`config.mk`:
```
export PLATFORM = sky130hd
export DESIGN_NAME = lut_vec_addsub_reg
export DESIGN_NICKNAME = d
export VERILOG_FILES = /design/src/rtl/lut_arith_pkg.sv /design/src/rtl/lut_addsub_lane.sv /design/src/rtl/lut_vec_addsub_reg.sv
export SDC_FILE = /design/constraint.sdc
export NUM_CORES = 1
export LEC_CHECK = 0
export BUFFER_PORTS_ARGS = -buffer_cell sky130_fd_sc_hd__clkbuf_2
export CORE_AREA = 2 2 135 104
export CTS_BUF_LIST = sky130_fd_sc_hd__clkbuf_16
export DETAILED_ROUTE_END_ITERATION = 7
export DIE_AREA = 0 0 137 106
export GPL_TIMING_DRIVEN = 0
export PLACE_DENSITY_LB_ADDON = 0.12
export REMOVE_ABC_BUFFERS = 1
export SLEW_MARGIN = 20
export SYNTH_ARGS = -nofsm -noshare
export SYNTH_HDL_FRONTEND = slang
export SYNTH_SLANG_ARGS = --single-unit
```
`constraint.sdc`:
```
create_clock -name clock -period 2.85 [get_ports clock]
set_input_delay 0.285 -clock clock [delete_from_list [all_inputs] [get_ports clock]]
set_output_delay 0.285 -clock clock [all_outputs]
set_load 0.01 [all_outputs]
```
`src/rtl/lut_arith_pkg.sv`:
```
// Shared types and helpers for the LUT-mapped vector add/sub primitive.
// Lane widths are passed at run time so one package serves every WIDTH.
package lut_arith_pkg;

    typedef enum logic [1:0] {
        OP_ADD = 2'b00,
        OP_SUB = 2'b01,
        OP_ACC = 2'b10,
        OP_CLR = 2'b11
    } op_t;

    // Clamp value for a w-bit signed lane; neg selects the minimum.
    // Callers keep the low w bits, where ~max is exactly the signed minimum.
    function automatic logic [31:0] sat_clamp(input logic neg, input int w);
        logic [31:0] maxv;
        maxv = (32'h1 << (w - 1)) - 32'h1;
        return neg ? ~maxv : maxv;
    endfunction

    // Lane i of a packed vector of w-bit lanes, right-aligned.
    function automatic logic [31:0] lane_slice(input logic [511:0] v, input int i, input int w);
        return 32'(v >> (i * w));
    endfunction

endpackage

```
`src/rtl/lut_addsub_lane.sv`:
```
// One lane: stage-1 add/sub/accumulate, overflow detection, wrap or clamp,
// and the lane accumulator.
module lut_addsub_lane
    import lut_arith_pkg::*;
#(
    parameter int WIDTH    = 8,
    parameter int SATURATE = 0
) (
    input  logic             clock,
    input  logic             reset,
    input  logic             en,
    input  logic             in_valid,
    input  logic [1:0]       op,
    input  logic [WIDTH-1:0] a,
    input  logic [WIDTH-1:0] b,
    output logic [WIDTH-1:0] y_p1,
    output logic             ovf_p1
);

    logic signed [WIDTH-1:0] a_s, b_s, acc_q;
    logic signed [WIDTH:0]   sum_p0;
    logic signed [WIDTH-1:0] res_p0;
    logic                    ovf_p0;
    logic                    acc_we;

    assign a_s = a;
    assign b_s = b;

    always_comb begin
        sum_p0 = '0;
        unique case (op_t'(op))
            OP_ADD: sum_p0 = {a_s[WIDTH-1], a_s} + {b_s[WIDTH-1], b_s};
            OP_SUB: sum_p0 = {a_s[WIDTH-1], a_s} - {b_s[WIDTH-1], b_s};
            OP_ACC: sum_p0 = {acc_q[WIDTH-1], acc_q} + {a_s[WIDTH-1], a_s};
            OP_CLR: sum_p0 = '0;
        endcase
    end

    // Result leaves the signed range exactly when the two top bits disagree.
    assign ovf_p0 = sum_p0[WIDTH] ^ sum_p0[WIDTH-1];
    assign res_p0 = (SATURATE != 0 && ovf_p0) ? WIDTH'(sat_clamp(sum_p0[WIDTH], WIDTH))
                                              : sum_p0[WIDTH-1:0];
    assign acc_we = in_valid && (op_t'(op) == OP_ACC || op_t'(op) == OP_CLR);

    // ---- stage 1 ----
    always_ff @(posedge clock or negedge reset) begin
        if (!reset) begin
            acc_q  <= '0;
            y_p1   <= '0;
            ovf_p1 <= 1'b0;
        end else if (en) begin
            y_p1   <= res_p0;
            ovf_p1 <= ovf_p0;
            if (acc_we)
                acc_q <= res_p0;
        end
    end

endmodule

```
`src/rtl/lut_vec_addsub_reg.sv`:
```
// Vector of independent signed add/sub/accumulate lanes followed by a
// configurable-depth output pipeline with a travelling valid bit.
module lut_vec_addsub_reg
    import lut_arith_pkg::*;
#(
    parameter int WIDTH    = 8,
    parameter int LANES    = 4,
    parameter int STAGES   = 2,
    parameter int SATURATE = 0
) (
    input  logic                   clock,
    input  logic                   reset,
    input  logic                   en,
    input  logic                   in_valid,
    input  logic [1:0]             op,
    input  logic [LANES*WIDTH-1:0] a,
    input  logic [LANES*WIDTH-1:0] b,
    output logic                   out_valid,
    output logic [LANES*WIDTH-1:0] y,
    output logic [LANES-1:0]       ovf
);

    localparam int VW = LANES * WIDTH;

    logic [VW-1:0]     y_p1;
    logic [LANES-1:0]  ovf_p1;
    logic [STAGES-1:0] vld_pn;

    for (genvar i = 0; i < LANES; i++) begin : g_lane
        lut_addsub_lane #(.WIDTH(WIDTH), .SATURATE(SATURATE)) u_lane (
            .clock    (clock),
            .reset    (reset),
            .en       (en),
            .in_valid (in_valid),
            .op       (op),
            .a        (WIDTH'(lane_slice(512'(a), i, WIDTH))),
            .b        (WIDTH'(lane_slice(512'(b), i, WIDTH))),
            .y_p1     (y_p1[i*WIDTH +: WIDTH]),
            .ovf_p1   (ovf_p1[i])
        );
    end

    // ---- valid pipe, stage 1..STAGES ----
    always_ff @(posedge clock or negedge reset) begin
        if (!reset) begin
            vld_pn <= '0;
        end else if (en) begin
            vld_pn[0] <= in_valid;
            for (int k = 1; k < STAGES; k++)
                vld_pn[k] <= vld_pn[k-1];
        end
    end

    assign out_valid = vld_pn[STAGES-1];

    if (STAGES == 1) begin : g_nodly
        assign y   = y_p1;
        assign ovf = ovf_p1;
    end else begin : g_dly
        logic [VW-1:0]    y_pd   [STAGES-1];
        logic [LANES-1:0] ovf_pd [STAGES-1];

        // ---- stages 2..STAGES: pure delay ----
        always_ff @(posedge clock or negedge reset) begin
            if (!reset) begin
                for (int k = 0; k < STAGES - 1; k++) begin
                    y_pd[k]   <= '0;
                    ovf_pd[k] <= '0;
                end
            end else if (en) begin
                y_pd[0]   <= y_p1;
                ovf_pd[0] <= ovf_p1;
                for (int k = 1; k < STAGES - 1; k++) begin
                    y_pd[k]   <= y_pd[k-1];
                    ovf_pd[k] <= ovf_pd[k-1];
                end
            end
        end

        assign y   = y_pd[STAGES-2];
        assign ovf = ovf_pd[STAGES-2];
    end

endmodule

```
==> impl_metrics.ini <==
[clock_network]
cts_tree = done
clockRootBuffer = clkbuf_16
clock_latency_ns = 0.36
h-tree-depth = 3
cts_buffers = 9
clk_pin_slew_worst_paths_ns = 0.07
clock_sinks = 106
clockBufferDepth = 2

[synthesis]
ys_warn_count = 0
synth_top_area_share_pct = 39.54
async_reset_ff_share_pct = 100.0
avgSynthCellArea_um2 = 9.368
seq_area_frac_synth_pct = 39.54
synth_area_leaders = dfrtp_1 40%, mux2_2 7.7%, ha_1 7.3%
ys_ff_latch = 106
netlist_area_um2 = 6708
synth.most_common_cell = dfrtp_1
netlist_top_cells_count = 106 x dfrtp_1, 92 x nand2_1, 57 x o21ai_0
synth_edf_count = 0
syn_inst = 716
synth_top_cell_by_area = dfrtp_1
ys_types = 67
synthFlopType = dfrtp_1

[layout]
antennaDiodeCount = 0
fillers = 1105
areaGrowthSynthToFinish_pct = 28.58
fin_nets = 969
final_core_util_pct = 64.69
final_layout_size_suffix_gt1_share_pct = 36.00

[place]
port_buffers = 106
gp_congestion = 0.8799
pre_cts_slack_ns = -2.049
place_hpwl_mm = 12.30

[grt]
first_global_vias = 5957
grt-ovfl-total = 0
antenna_found_initial = 0
track_usage_pct = 25.96
grt_max_degree = 65
grt_pass1_wl_mm = 29.41

[floorplan]
core_area_um2 = 13330
die_y_um = 106
io_pins = 107
dieArea_um2 = 14520
initial_core_util_pct = 50.31
rows = 37
die_w_um = 137

[setup_path]
cp.arrival_ns = 3.25
critPathMaxStageDelay_ns = 0.39
cpMaxStageDelayCell = ha_2
worst-path-max-fanout = 11
cp.buffers_inverters = 5
reg2regPathDepth = 10
critical_path.cell_chain = clkbuf_16 -> inv_6 -> ha_4 -> buf_4 -> bufbuf_16 -> a21oi_2 -> o22ai_2 -> ha_2 -> a21oi_2 -> o22a_1 -> nor4b_4 -> o41ai_2 -> buf_4 -> o311a_1 -> a221o_1
startpoint = op[0]
crit_path_start_kind = input pin
reg2reg_slack_ns = 0.11
cp-end-kind = flip-flop
r2r-start = g_lane[3].u_lane.acc_q[1]
required_ns = 3.09
criticalPathCategory = in2reg
path_depth = 15
rr_endpoint = g_lane[3].u_lane.ovf_p1
crit_family = compound AO/OA/AOI/OAI gates
critPathCapture = g_lane[3].u_lane.ovf_p1

[detailed_routing]
wl_met3_mm = 1.445
detail_route.first_pass.iterations = 5
ant_nets = 0
dr_total_vias = 6321
drc_errors = 0
dr.max_layer_used = met4
route.met2.wl_mm = 9.355
routedLengthMet1_mm = 8.567
drtIter0Drc = 521
via_per_inst = 6.101
wl_per_cell_um = 19.13
wl_mm = 19.82

[timing]
period_minus_slack_ns = 3.005
fin_ws_ns = -0.1548
finClkSkew_ns = 0.006364
max_freq_mhz = 332.8
tightest_slew_ns = 0.8888
final.period_utilization_pct = 105.4
slew_viol_final = 0
hold_viol_final = 0
tns_ns = -0.2444
grt_setup_unrepaired = true
slew_headroom_pct = 40.68
whs_ns = 0.1736
finalSetupViolCount = 3

[status]
violations = setup timing
status = finished with violations

[pwr]
p_comb_share_pct = 37.0
power_frac_clock_pct = 22.1
pwr-share-seq_pct = 40.9
p_leak_nw = 4.035
ir_worst_vdd_mv = 0.3493
p_sw_w = 0.001767
power.internal_w = 0.003370
power.density_nw_per_um2 = 595.6
swShare_pct = 34.40

[flow_run]
cap_violations = 0

[hold_path]
hp-class = in2reg
stage by stage:
| step | area [um2] | instances | power [W] |
|---|---|---|---|
| after floorplan | 6545 | 679 | 0.003117 |
| after global placement | 7295 | 960 | 0.003587 |
| after detailed placement | 7431 | 969 | 0.003685 |
| after CTS | 8202 | 1011 | 0.004980 |
| after global routing | 8625 | 1036 | 0.005441 |
| final | 8625 | 1036 | 0.005137 |
layer usage:
metal / vias up / global-route usage (%)
met1: 3096 / 36.44
met5: - / 0
met2: 252 / 40.72
met4: 0 / 7.143
met3: 50 / 5.389
li1: 2923 / -
registers in the layout (all words and copies together), names as in the netlist:
register / cells
g_lane.u_lane.ovf_p1: 4
ovf: 4
vld_pn: 2
g_lane.u_lane.y_p1: 32
y: 32
g_lane.u_lane.acc_q: 32
logic make-up after synthesis:
family	share of synthesized area (%)
AOI/OAI and AO/OA	20.46
DFF	39.54
adders and majority gates	8.469
and+or+nand+nor	16.00
xor gates and xnor gates	2.350
buffers and inverters	4.551
muxes	8.618
final cells by class:
cell class / count / area, um2 / share of cell area (%)
Tap cell: 175 / 219.0 / 2.539
Clock inverter: 7 / 28.78 / 0.3337
Timing Repair Buffer: 166 / 1174 / 13.61
Clock buffer: 9 / 225.2 / 2.611
Multi-Input combinational cell: 535 / 4160 / 48.24
Inverter: 38 / 165.2 / 1.915
Sequential cell: 106 / 2653 / 30.76
worst register-to-register path, stage by stage, from the launching register on:
cell	delay, ns
dfrtp_1	0.38
a221oi_1	0.33
a21oi_2	0.09
fa_2	0.38
a211oi_2	0.22
nor2_2	0.10
nor4b_4	0.28
o41ai_2	0.12
buf_4	0.14
o311a_1	0.28
a221o_1	0.28
cell usage in the layout, fill, tap and decap left out, drive strengths merged, types with 33 or more instances in the layout:
cell	instances
clkbuf	116
dfrtp	106
nand2	92
o21ai	57
buf	56
mux2	46
ha	39
inv	37
a21oi	35
nor3	33
power by group through the flow:
stage	sequential, W	combinational, W	clock, W
6_report	0.00210	0.00190	0.00114
5_1_grt	0.00215	0.00208	0.00121
4_1_cts	0.00210	0.00173	0.00115
3_5_place_dp	0.00212	0.00156	0
3_3_place_gp	0.00211	0.00148	0
2_1_floorplan	0.00214	0.000980	0
how the worst min path moves through the flow:
| stage | depth (start not counted) | start | slack [ns] | to |
|---|---|---|---|---|
| 5_1_grt | 2 | in_valid | 0.19 | vld_pn[0] |
| 3_5_place_dp | 1 | reset | 0.27 | y[3] |
| 6_report | 2 | in_valid | 0.17 | vld_pn[0] |
| 2_1_floorplan | 0 | reset | -0.01 | g_lane[0].u_lane.acc_q[0] |
| 3_3_place_gp | 2 | g_lane[1].u_lane.acc_q[6] | 0.46 | g_lane[1].u_lane.acc_q[6] |
| 4_1_cts | 2 | in_valid | 0.17 | vld_pn[0] |
timing repair:
item / in CTS / in global routing
endpoints found under the setup margin: 68 / 9
setup buffers: 23 / 24
gates resized for setup: 54 / 52
hold buffers: 1 / 0
gates cloned: 2 / 1
hold endpoints to repair: 49 / 0
pin swaps: 24 / 38
No activity file was read; power rests on OpenSTA's default activity.
